==> src/rtl/pipe_stage_reg_if.sv <==
// Handshake/bus bundle for pipe_stage_reg: upstream valid/ready with ctrl and payload,
// downstream valid/ready with gated ctrl and payload, flush and the stall counter.
// master = the environment around the stage, slave = the stage itself.
interface pipe_stage_reg_if #(
    parameter int PAYLOAD_W = 160,
    parameter int CTRL_W    = 8,
    parameter int CNT_W     = 16
);
    logic                 in_valid;
    logic                 in_ready;
    logic [CTRL_W-1:0]    in_ctrl;
    logic [PAYLOAD_W-1:0] in_data;
    logic                 flush;
    logic                 out_valid;
    logic                 out_ready;
    logic [CTRL_W-1:0]    out_ctrl;
    logic [PAYLOAD_W-1:0] out_data;
    logic [CNT_W-1:0]     stall_cnt;

    modport master (
        output in_valid, in_ctrl, in_data, flush, out_ready,
        input  in_ready, out_valid, out_ctrl, out_data, stall_cnt
    );

    modport slave (
        input  in_valid, in_ctrl, in_data, flush, out_ready,
        output in_ready, out_valid, out_ctrl, out_data, stall_cnt
    );
endinterface

==> src/rtl/pipe_stage_reg.sv <==
// pipe_stage_reg: inter-stage pipeline register carrying an opaque payload and a
// control vector under valid/ready, with synchronous flush and a saturating
// stall-cycle counter. Control is forced to zero whenever the stage holds a bubble.
//
// Build option PIPE_STAGE_SKID_EN: when defined, a second (skid) register is added
// so in_ready depends only on local state, breaking the out_ready->in_ready path.
//
// Skid FSM (PIPE_STAGE_SKID_EN only):
//   state | meaning
//   EMPTY | no word held, out_valid=0
//   ONE   | one word in main register
//   TWO   | main and skid both hold words, in_ready=0
module pipe_stage_reg #(
    parameter int PAYLOAD_W = 160,
    parameter int CTRL_W    = 8,
    parameter int CNT_W     = 16
) (
    input logic            clk,
    input logic            reset,
    pipe_stage_reg_if.slave bus
);

    localparam logic [CNT_W-1:0] CNT_MAX = '1;

    logic                 in_ready;
    logic                 accept;
    logic                 deliver;
    logic                 out_vld;
    logic [CTRL_W-1:0]    main_ctrl_q;
    logic [PAYLOAD_W-1:0] main_data_q;
    logic [CNT_W-1:0]     cnt_q, cnt_d;

`ifdef PIPE_STAGE_SKID_EN

    localparam logic [1:0] EMPTY = 2'd0;
    localparam logic [1:0] ONE   = 2'd1;
    localparam logic [1:0] TWO   = 2'd2;

    logic [1:0]           state_q, state_d;
    logic [CTRL_W-1:0]    main_ctrl_d;
    logic [PAYLOAD_W-1:0] main_data_d;
    logic [CTRL_W-1:0]    skid_ctrl_q, skid_ctrl_d;
    logic [PAYLOAD_W-1:0] skid_data_q, skid_data_d;

    assign out_vld  = (state_q != EMPTY);
    assign in_ready = !bus.flush && (state_q != TWO);
    assign accept   = bus.in_valid && in_ready;
    assign deliver  = out_vld && bus.out_ready;

    // Next-state and register steering for the two-entry buffer; flush empties both.
    always_comb begin
        state_d     = state_q;
        main_ctrl_d = main_ctrl_q;
        main_data_d = main_data_q;
        skid_ctrl_d = skid_ctrl_q;
        skid_data_d = skid_data_q;
        if (bus.flush) begin
            state_d = EMPTY;
        end else begin
            case (state_q)
                EMPTY: begin
                    if (accept) begin
                        state_d     = ONE;
                        main_ctrl_d = bus.in_ctrl;
                        main_data_d = bus.in_data;
                    end
                end
                ONE: begin
                    if (accept && deliver) begin
                        main_ctrl_d = bus.in_ctrl;
                        main_data_d = bus.in_data;
                    end else if (accept) begin
                        state_d     = TWO;
                        skid_ctrl_d = bus.in_ctrl;
                        skid_data_d = bus.in_data;
                    end else if (deliver) begin
                        state_d = EMPTY;
                    end
                end
                TWO: begin
                    if (deliver) begin
                        state_d     = ONE;
                        main_ctrl_d = skid_ctrl_q;
                        main_data_d = skid_data_q;
                    end
                end
                default: state_d = EMPTY;
            endcase
        end
    end

    // Buffer state and both entries; reset discards anything held.
    always_ff @(posedge clk or negedge reset) begin
        if (!reset) begin
            state_q     <= EMPTY;
            main_ctrl_q <= '0;
            main_data_q <= '0;
            skid_ctrl_q <= '0;
            skid_data_q <= '0;
        end else begin
            state_q     <= state_d;
            main_ctrl_q <= main_ctrl_d;
            main_data_q <= main_data_d;
            skid_ctrl_q <= skid_ctrl_d;
            skid_data_q <= skid_data_d;
        end
    end

`else

    logic                 valid_q, valid_d;
    logic [CTRL_W-1:0]    main_ctrl_d;
    logic [PAYLOAD_W-1:0] main_data_d;

    assign out_vld  = valid_q;
    assign in_ready = !bus.flush && (!valid_q || bus.out_ready);
    assign accept   = bus.in_valid && in_ready;
    assign deliver  = valid_q && bus.out_ready;

    // Single register: load on accept (even while delivering), empty on delivery or flush.
    always_comb begin
        valid_d     = valid_q;
        main_ctrl_d = main_ctrl_q;
        main_data_d = main_data_q;
        if (bus.flush) begin
            valid_d = 1'b0;
        end else if (accept) begin
            valid_d     = 1'b1;
            main_ctrl_d = bus.in_ctrl;
            main_data_d = bus.in_data;
        end else if (deliver) begin
            valid_d = 1'b0;
        end
    end

    // Holding register; payload keeps its last value while the stage is empty.
    always_ff @(posedge clk or negedge reset) begin
        if (!reset) begin
            valid_q     <= 1'b0;
            main_ctrl_q <= '0;
            main_data_q <= '0;
        end else begin
            valid_q     <= valid_d;
            main_ctrl_q <= main_ctrl_d;
            main_data_q <= main_data_d;
        end
    end

`endif

    // Count stalled cycles (held word refused downstream), saturating; flush cycles do not count.
    always_comb begin
        cnt_d = cnt_q;
        if (out_vld && !bus.out_ready && !bus.flush && (cnt_q != CNT_MAX)) begin
            cnt_d = cnt_q + 1'b1;
        end
    end

    // Stall counter register, cleared only by reset.
    always_ff @(posedge clk or negedge reset) begin
        if (!reset) begin
            cnt_q <= '0;
        end else begin
            cnt_q <= cnt_d;
        end
    end

    assign bus.in_ready  = in_ready;
    assign bus.out_valid = out_vld;
    assign bus.out_ctrl  = out_vld ? main_ctrl_q : '0;
    assign bus.out_data  = main_data_q;
    assign bus.stall_cnt = cnt_q;

endmodule

==> src/flat_wrapper.sv <==
// flat-port wrapper written by rule: the top's interface ports become plain ports
module pipe_stage_reg_flat 
#(
    parameter int PAYLOAD_W = 160,
    parameter int CTRL_W    = 8,
    parameter int CNT_W     = 16
)
  (clk, reset, bus_in_valid, bus_in_ctrl, bus_in_data, bus_flush, bus_out_ready, bus_in_ready, bus_out_valid, bus_out_ctrl, bus_out_data, bus_stall_cnt);
  pipe_stage_reg_if #(.PAYLOAD_W(PAYLOAD_W), .CTRL_W(CTRL_W), .CNT_W(CNT_W)) bus_i ();
  input logic clk;
  input logic reset;
  input wire logic [$bits(bus_i.in_valid)-1:0] bus_in_valid;
  input wire logic [$bits(bus_i.in_ctrl)-1:0] bus_in_ctrl;
  input wire logic [$bits(bus_i.in_data)-1:0] bus_in_data;
  input wire logic [$bits(bus_i.flush)-1:0] bus_flush;
  input wire logic [$bits(bus_i.out_ready)-1:0] bus_out_ready;
  output wire logic [$bits(bus_i.in_ready)-1:0] bus_in_ready;
  output wire logic [$bits(bus_i.out_valid)-1:0] bus_out_valid;
  output wire logic [$bits(bus_i.out_ctrl)-1:0] bus_out_ctrl;
  output wire logic [$bits(bus_i.out_data)-1:0] bus_out_data;
  output wire logic [$bits(bus_i.stall_cnt)-1:0] bus_stall_cnt;
  assign bus_i.in_valid = bus_in_valid;
  assign bus_i.in_ctrl = bus_in_ctrl;
  assign bus_i.in_data = bus_in_data;
  assign bus_i.flush = bus_flush;
  assign bus_i.out_ready = bus_out_ready;
  assign bus_in_ready = bus_i.in_ready;
  assign bus_out_valid = bus_i.out_valid;
  assign bus_out_ctrl = bus_i.out_ctrl;
  assign bus_out_data = bus_i.out_data;
  assign bus_stall_cnt = bus_i.stall_cnt;
  pipe_stage_reg #(.PAYLOAD_W(PAYLOAD_W), .CTRL_W(CTRL_W), .CNT_W(CNT_W)) u_core (.clk(clk), .reset(reset), .bus(bus_i));
endmodule
==> config.mk <==
export PLATFORM = sky130hd
export DESIGN_NAME = pipe_stage_reg_flat
export DESIGN_NICKNAME = d
export VERILOG_FILES = /design/src/rtl/pipe_stage_reg_if.sv /design/src/rtl/pipe_stage_reg.sv /design/src/flat_wrapper.sv
export SDC_FILE = /design/constraint.sdc
export NUM_CORES = 1
export LEC_CHECK = 0
export ABC_AREA = 0
export BUFFER_PORTS_ARGS = -buffer_cell sky130_fd_sc_hd__clkbuf_2
export CORE_MARGIN = 2
export CORE_UTILIZATION = 35
export CTS_CLUSTER_DIAMETER = 80
export DETAILED_ROUTE_END_ITERATION = 8
export PLACE_DENSITY_LB_ADDON = 0.12
export SYNTH_ARGS = -nofsm -noshare
export SYNTH_HDL_FRONTEND = slang
export SYNTH_SLANG_ARGS = --single-unit
==> constraint.sdc <==
create_clock -name clk -period 3.65 [get_ports clk]
set_input_delay 0.73 -clock clk [delete_from_list [all_inputs] [get_ports clk]]
set_output_delay 0.73 -clock clk [all_outputs]
set_load 0.01 [all_outputs]
==> results of run 1 <==
==> state kept, by name (all words and copies together) (netlist names) <==
signal                flops
u_core.bus.stall_cnt     16
u_core.main_ctrl_q        8
u_core.bus.out_data     160
u_core.bus.out_valid      1
==> Yosys cell counts <==
master / n
a21oi_1: 1
and2_1: 9
and3_1: 1
buf_2: 12
buf_6: 2
clkbuf_1: 7
dfrtp_1: 185
ha_1: 1
inv_1: 1
mux2_2: 170
nand2_1: 6
nand2b_1: 2
nand3_1: 4
nand4_1: 5
nor2_1: 3
nor3_1: 8
nor3b_1: 1
nor4_1: 1
nor4_2: 2
nor4b_1: 2
nor4b_2: 1
o21ai_0: 1
o21ai_1: 1
or3_1: 1
or3b_1: 1
xor2_1: 13
==> through the flow <==
stage | instances | area [sq um] | power, mW
2_1_floorplan | 441 | 7080 | 3.16
3_3_place_gp | 1056 | 9200 | 3.74
3_5_place_dp | 1056 | 9200 | 3.77
4_1_cts | 1088 | 9770 | 5.58
5_1_grt | 1088 | 9770 | 5.81
6_report | 1088 | 9770 | 5.50
==> logic make-up (layout without fill, tap and decap cells) <==
logic type,Yosys count,in the layout,share of synthesized area
AND/OR/NAND/NOR,47,47,0.0404
AO/OA/AOI/OAI,3,3,0.00212
flip-flops,185,185,0.653
adder cells (fa/ha/maj),1,1,0.00177
XOR/XNOR,13,13,0.0161
multiplexers,170,170,0.270
buffers and inverters,22,399,0.0159
==> per-layer routing <==
layer  track usage  vias up
met1         0.199     2432
met4        0.0675        0
met5             0        -
met2         0.292      227
met3        0.0706       35
li1              -     2289
==> cell type report <==
cell class / instances / area share
Sequential cell: 185 / 0.474
Tap cell: 270 / 0.0346
Clock inverter: 14 / 0.0138
Clock buffer: 18 / 0.0449
Multi-Input combinational cell: 234 / 0.240
Inverter: 1 / 0.000384
Timing Repair Buffer: 366 / 0.193
==> worst max-delay path by stage <==
stage	startpoint	end	slack, ps	cells after the start
CTS	u_core.bus.stall_cnt[0]	u_core.bus.stall_cnt[1]	1300	5
floorplan	bus_out_ready	u_core.bus.out_data[100]	1360	7
finish	u_core.bus.stall_cnt[0]	u_core.bus.stall_cnt[1]	1320	5
global placement	bus_flush	u_core.bus.stall_cnt[15]	1230	5
global route	u_core.bus.stall_cnt[0]	u_core.bus.stall_cnt[1]	1130	5
detailed placement	bus_flush	u_core.bus.stall_cnt[15]	1170	5
==> power by group through the flow <==
stage | sequential (mW) | combinational, mW | clock [mW]
2_1_floorplan | 2.77 | 0.390 | 0
3_3_place_gp | 2.62 | 1.12 | 0
3_5_place_dp | 2.63 | 1.14 | 0
4_1_cts | 2.60 | 1.14 | 1.84
5_1_grt | 2.65 | 1.21 | 1.95
6_report | 2.59 | 1.12 | 1.79
==> placed cells by master (no fill, tap or decap), drive strengths merged, types with 4 or more instances in the layout <==
cell type	instances
nand2	6
xor2	13
buf	9
clkbuf	375
nor3	8
nand4	5
mux2	170
and2	9
nand3	4
inv	7
dfrtp	185
clkinv	7
==> flow_metrics.py, run 1 <==
metrics = {
    "clock_tree": {
        "cts_hold_buf": 0,
        "clk_pin_slew_ps": 70,
        "cts_max_level": 4,
        "cts_setup_buffers": 0,
        "cts_tree": "built",
        "cts-buffers-inserted": 17,
        "clock_latency_ps": 430,
        "clockBufferDepth": 2,
        "root_buffer": "clkbuf_16",
        "cts_resized": 0,
        "clkSinkCount": 185,
    },
    "power_and_ir_drop": {
        "p_clk_frac": 0.325,
        "switchingPower_mw": 1.60,
        "power_density_mw_per_mm2": 562,
        "ir_drop_uv": 295,
        "pwr-share-seq": 0.472,
        "pwr-share-comb": 0.203,
        "p_leak_nw": 4.86,
        "internal_power_mw": 3.90,
        "p_sw_frac": 0.290,
    },
    "cells_and_area": {
        "diodes": 0,
        "multi_input_area_sq_mm": 0.00234,
        "final_nets": 979,
        "drive_gt1_frac": 0.699,
        "seqCellArea_sq_mm": 0.00463,
        "postLayoutCoreUtil": 0.488,
        "fill_cells": 1828,
        "area_growth_pct": 38.0,
    },
    "yosys": {
        "synth.cell_area_sq_mm": 0.00708,
        "synth.distinct_cells": 26,
        "avgSynthCellArea_sq_um": 16.1,
        "synthesis.nets": 615,
        "synth_top_cell_by_area": "dfrtp_1",
        "yosysSeqAreaShare": 0.653,
        "yosys_register_bits": 185,
        "yosys_warnings": 0,
        "synth_top_cell_area_share": 0.653,
        "synth.area.top_cells": "dfrtp_1 (65%), mux2_2 (27%), xor2_1 (1.6%)",
        "syn_inst": 441,
    },
    "sta": {
        "finalSetupTns_ps": 0,
        "min_period_ps": 2330,
        "setup_slack_ps": 1320,
        "maxSlewViolCount": 0,
        "skew_ps": 9.04,
        "period_share": 0.638,
        "worst_pin_slew_ps": 771,
        "fin_hold_ws_ps": 341,
        "max_freq_mhz": 429,
        "max_slew_margin": 0.485,
        "rsz0062_at_grt": "false",
        "hold_viol": 0,
        "finalSetupViolCount": 0,
    },
    "worst_setup_path": {
        "crit_fanout": 9,
        "crit_family": "simple AND/OR/NAND/NOR gates",
        "crit_type": "reg2reg",
        "reg2reg_from": "u_core.bus.stall_cnt[0]",
        "cpPeakStageDelay_ps": 780,
        "cp_slowest_cell": "nor4b_2",
        "cp.required_ps": 3960,
        "worst_r2r_endpoint": "u_core.bus.stall_cnt[1]",
        "endpoint_kind": "register",
        "r2r_cells": 5,
        "start_kind": "register",
        "worstPathCellList": "ha_1, nand4_1, nor4b_2, nor2_1, mux2_2",
        "ff2ff_setup_slack_ps": 1320,
        "cp.arrival_ps": 2640,
        "critical_path_buf_inv_count": 0,
    },
    "placement": {
        "post-place-ws_ps": 1170,
        "io_buffers": 358,
        "gp_congestion": 0.790,
        "dp.final_hpwl_microns": 13700,
    },
    "grt": {
        "gr-total-overflow": 0,
        "grt_usage": 0.174,
        "grt_pass1_wl_microns": 29100,
        "grt_max_degree": 78,
        "antenna_found_initial": 0,
        "first_global_vias": 5296,
    },
    "floorplan": {
        "start_util": 0.354,
        "row_count": 52,
        "core_area_sq_mm": 0.0200,
        "die_h_microns": 146,
        "fp.dieW_microns": 146,
        "die_area_sq_mm": 0.0214,
        "io_pins": 359,
    },
    "detailed_routing": {
        "antenna_left": 0,
        "vias": 4983,
        "drt-initial-drc-count": 138,
        "met2_length_microns": 9100,
        "totalWireLength_microns": 18100,
        "wl_per_cell_microns": 16.6,
        "avgViaCountPerCell": 4.58,
        "dr.max_layer_used": "met4",
        "drc_errors": 0,
        "detail_route.first_pass.iterations": 4,
        "wl_met3_microns": 1610,
        "drt-met1-wl_microns": 6830,
    },
    "run": {
        "maxCapViolCount": 0,
    },
    "min_path": {
        "hold_path.class": "in2async",
    },
    "outcome": {
        "status": "finished, final reports clean",
    },
}
Power figures use the tool's default switching activity.
==> run 2: changes to the inputs <==
==> constraint.sdc (replaced) <==
create_clock -name clk -period 1.9 [get_ports clk]
set_input_delay 0.38 -clock clk [delete_from_list [all_inputs] [get_ports clk]]
set_output_delay 0.38 -clock clk [all_outputs]
set_load 0.01 [all_outputs]
==> flow_metrics.py, run 2 (synthesized netlist as in run 1, its figures left out) <==
metrics = {
    "outcome": {
        "status": "finished, final reports clean",
    },
    "floorplan": {
        "io_pins": 359,
        "die_area_sq_mm": 0.0214,
        "die_h_microns": 146,
        "start_util": 0.354,
        "row_count": 52,
        "core_area_sq_mm": 0.0200,
        "fp.dieW_microns": 146,
    },
    "sta": {
        "setup_slack_ps": 88.0,
        "maxSlewViolCount": 0,
        "finalSetupViolCount": 0,
        "worst_pin_slew_ps": 381,
        "max_slew_margin": 0.746,
        "fin_hold_ws_ps": 185,
        "period_share": 0.954,
        "min_period_ps": 1810,
        "hold_viol": 0,
        "skew_ps": 6.42,
        "max_freq_mhz": 552,
        "finalSetupTns_ps": 0,
    },
    "cells_and_area": {
        "drive_gt1_frac": 0.712,
        "diodes": 0,
        "postLayoutCoreUtil": 0.504,
        "area_growth_pct": 42.5,
        "final_nets": 1008,
        "layout_common_cells": "clkbuf_2 (357), dfrtp_1 (184), mux2_2 (170)",
        "fill_cells": 1826,
        "fin_cells": 1117,
        "final_common_cell": "clkbuf_2",
        "largest_reg_flops": 160,
        "seqCellArea_sq_mm": 0.00463,
        "stdcell_area_sq_mm": 0.0101,
        "multi_input_area_sq_mm": 0.00238,
    },
    "detailed_routing": {
        "drt-initial-drc-count": 171,
        "wl_per_cell_microns": 16.3,
        "drc_errors": 0,
        "antenna_left": 0,
        "detail_route.first_pass.iterations": 4,
        "vias": 5059,
        "totalWireLength_microns": 18200,
        "avgViaCountPerCell": 4.53,
    },
    "min_path": {
        "whs_path_depth": 2,
        "hp-start": "bus_in_data[97]",
        "hold_path_end": "u_core.bus.out_data[97]",
        "hold_path.class": "in2reg",
    },
    "grt": {
        "grt_max_degree": 71,
        "antenna_found_initial": 0,
        "grt_usage": 0.173,
        "first_global_vias": 5486,
        "grt_pass1_wl_microns": 29100,
        "use_met1": 0.192,
        "grt_use_met2": 0.304,
        "grt.met3_usage": 0.0575,
        "top_usage_layer": "met2",
        "gr-total-overflow": 0,
    },
    "clock_tree": {
        "clockBufferDepth": 2,
        "cts-buffers-inserted": 17,
        "cts_max_level": 4,
        "root_buffer": "clkbuf_16",
        "clock_latency_ps": 410,
        "cts_tree": "built",
        "clkSinkCount": 185,
        "clk_pin_slew_ps": 70,
    },
    "power_and_ir_drop": {
        "p_leak_nw": 5.03,
        "power_density_mw_per_mm2": 1040,
        "power_mw": 10.5,
        "ir_drop_uv": 564,
    },
    "placement": {
        "placed_cells": 1083,
        "io_buffers": 358,
        "post-place-ws_ps": -78.5,
        "gp_congestion": 0.823,
        "dpl-instance-area_sq_mm": 0.00952,
        "dp.final_hpwl_microns": 14300,
    },
    "worst_setup_path": {
        "reg2reg_from": "u_core.bus.stall_cnt[1]",
        "r2r_cells": 5,
        "crit_fanout": 4,
        "crit_type": "reg2reg",
        "ff2ff_setup_slack_ps": 90,
        "cp.arrival_ps": 2110,
        "cp.required_ps": 2200,
        "endpoint_kind": "register",
        "start_kind": "register",
        "worst_r2r_endpoint": "u_core.bus.stall_cnt[1]",
    },
    "run": {
        "maxCapViolCount": 0,
    },
}
[run 2: cell count changes in the layout (fill, tap and decap cells not counted), moves of 3 or more]
| cell | change |
|---|---|
| clkinv_4 | -5 |
| buf_4 | +20 |
| clkbuf_1 | +3 |
| buf_12 | +8 |
| clkinvlp_4 | +4 |
[run 2: cell type report]
cell class / instances / share of cell area
sequential: 185 / 0.459
multi-input combinational: 234 / 0.235
timing repair buffer: 395 / 0.218
clock buffer: 20 / 0.0432
tap: 270 / 0.0335
clock inverter: 12 / 0.0108
inverter: 1 / 0.000372
[run 2: repair_timing]
action / CTS / global route
pin swaps: 0 / 1
setup endpoints to repair: 1 / 7
endpoints found under the hold margin: 18 / 0
setup buffers: 0 / 1
resized for setup: 1 / 3
gates cloned: 0 / 0
hold buffers: 1 / 0
[run 2: worst max-delay path by stage]
stage                                  from                       end  slack [ps]
global placement                  bus_flush   u_core.bus.stall_cnt[5]         -30
CTS                 u_core.bus.stall_cnt[1]   u_core.bus.stall_cnt[1]          20
detailed placement                bus_flush  u_core.bus.stall_cnt[15]         -80
finish              u_core.bus.stall_cnt[1]   u_core.bus.stall_cnt[1]          90
floorplan              u_core.bus.out_valid  u_core.bus.stall_cnt[15]           1
global route        u_core.bus.stall_cnt[1]   u_core.bus.stall_cnt[1]         -30
[run 2: critical path, cell delays in order, from the launching register on]
cell	delay [ps]
dfrtp_1	420
ha_2	230
nand4_1	190
nor4b_4	450
nor2_1	130
mux2_2	290
[run 2: metal layers]
layer | vias up | routed length, microns
met2 | 208 | 9350
met1 | 2475 | 6940
li1 | 2345 | -
met5 | - | 0
met3 | 31 | 1330
met4 | 0 | 533
[run 2: where the power goes]
| group | internal [mW] | leakage [nW] | switching (mW) |
|---|---|---|---|
| Sequential | 4.60 | 2.20 | 0.371 |
| Combinational | 1.19 | 2.57 | 1.06 |
| Clock | 1.72 | 0.252 | 1.60 |
| Total | 7.52 | 5.03 | 3.02 |
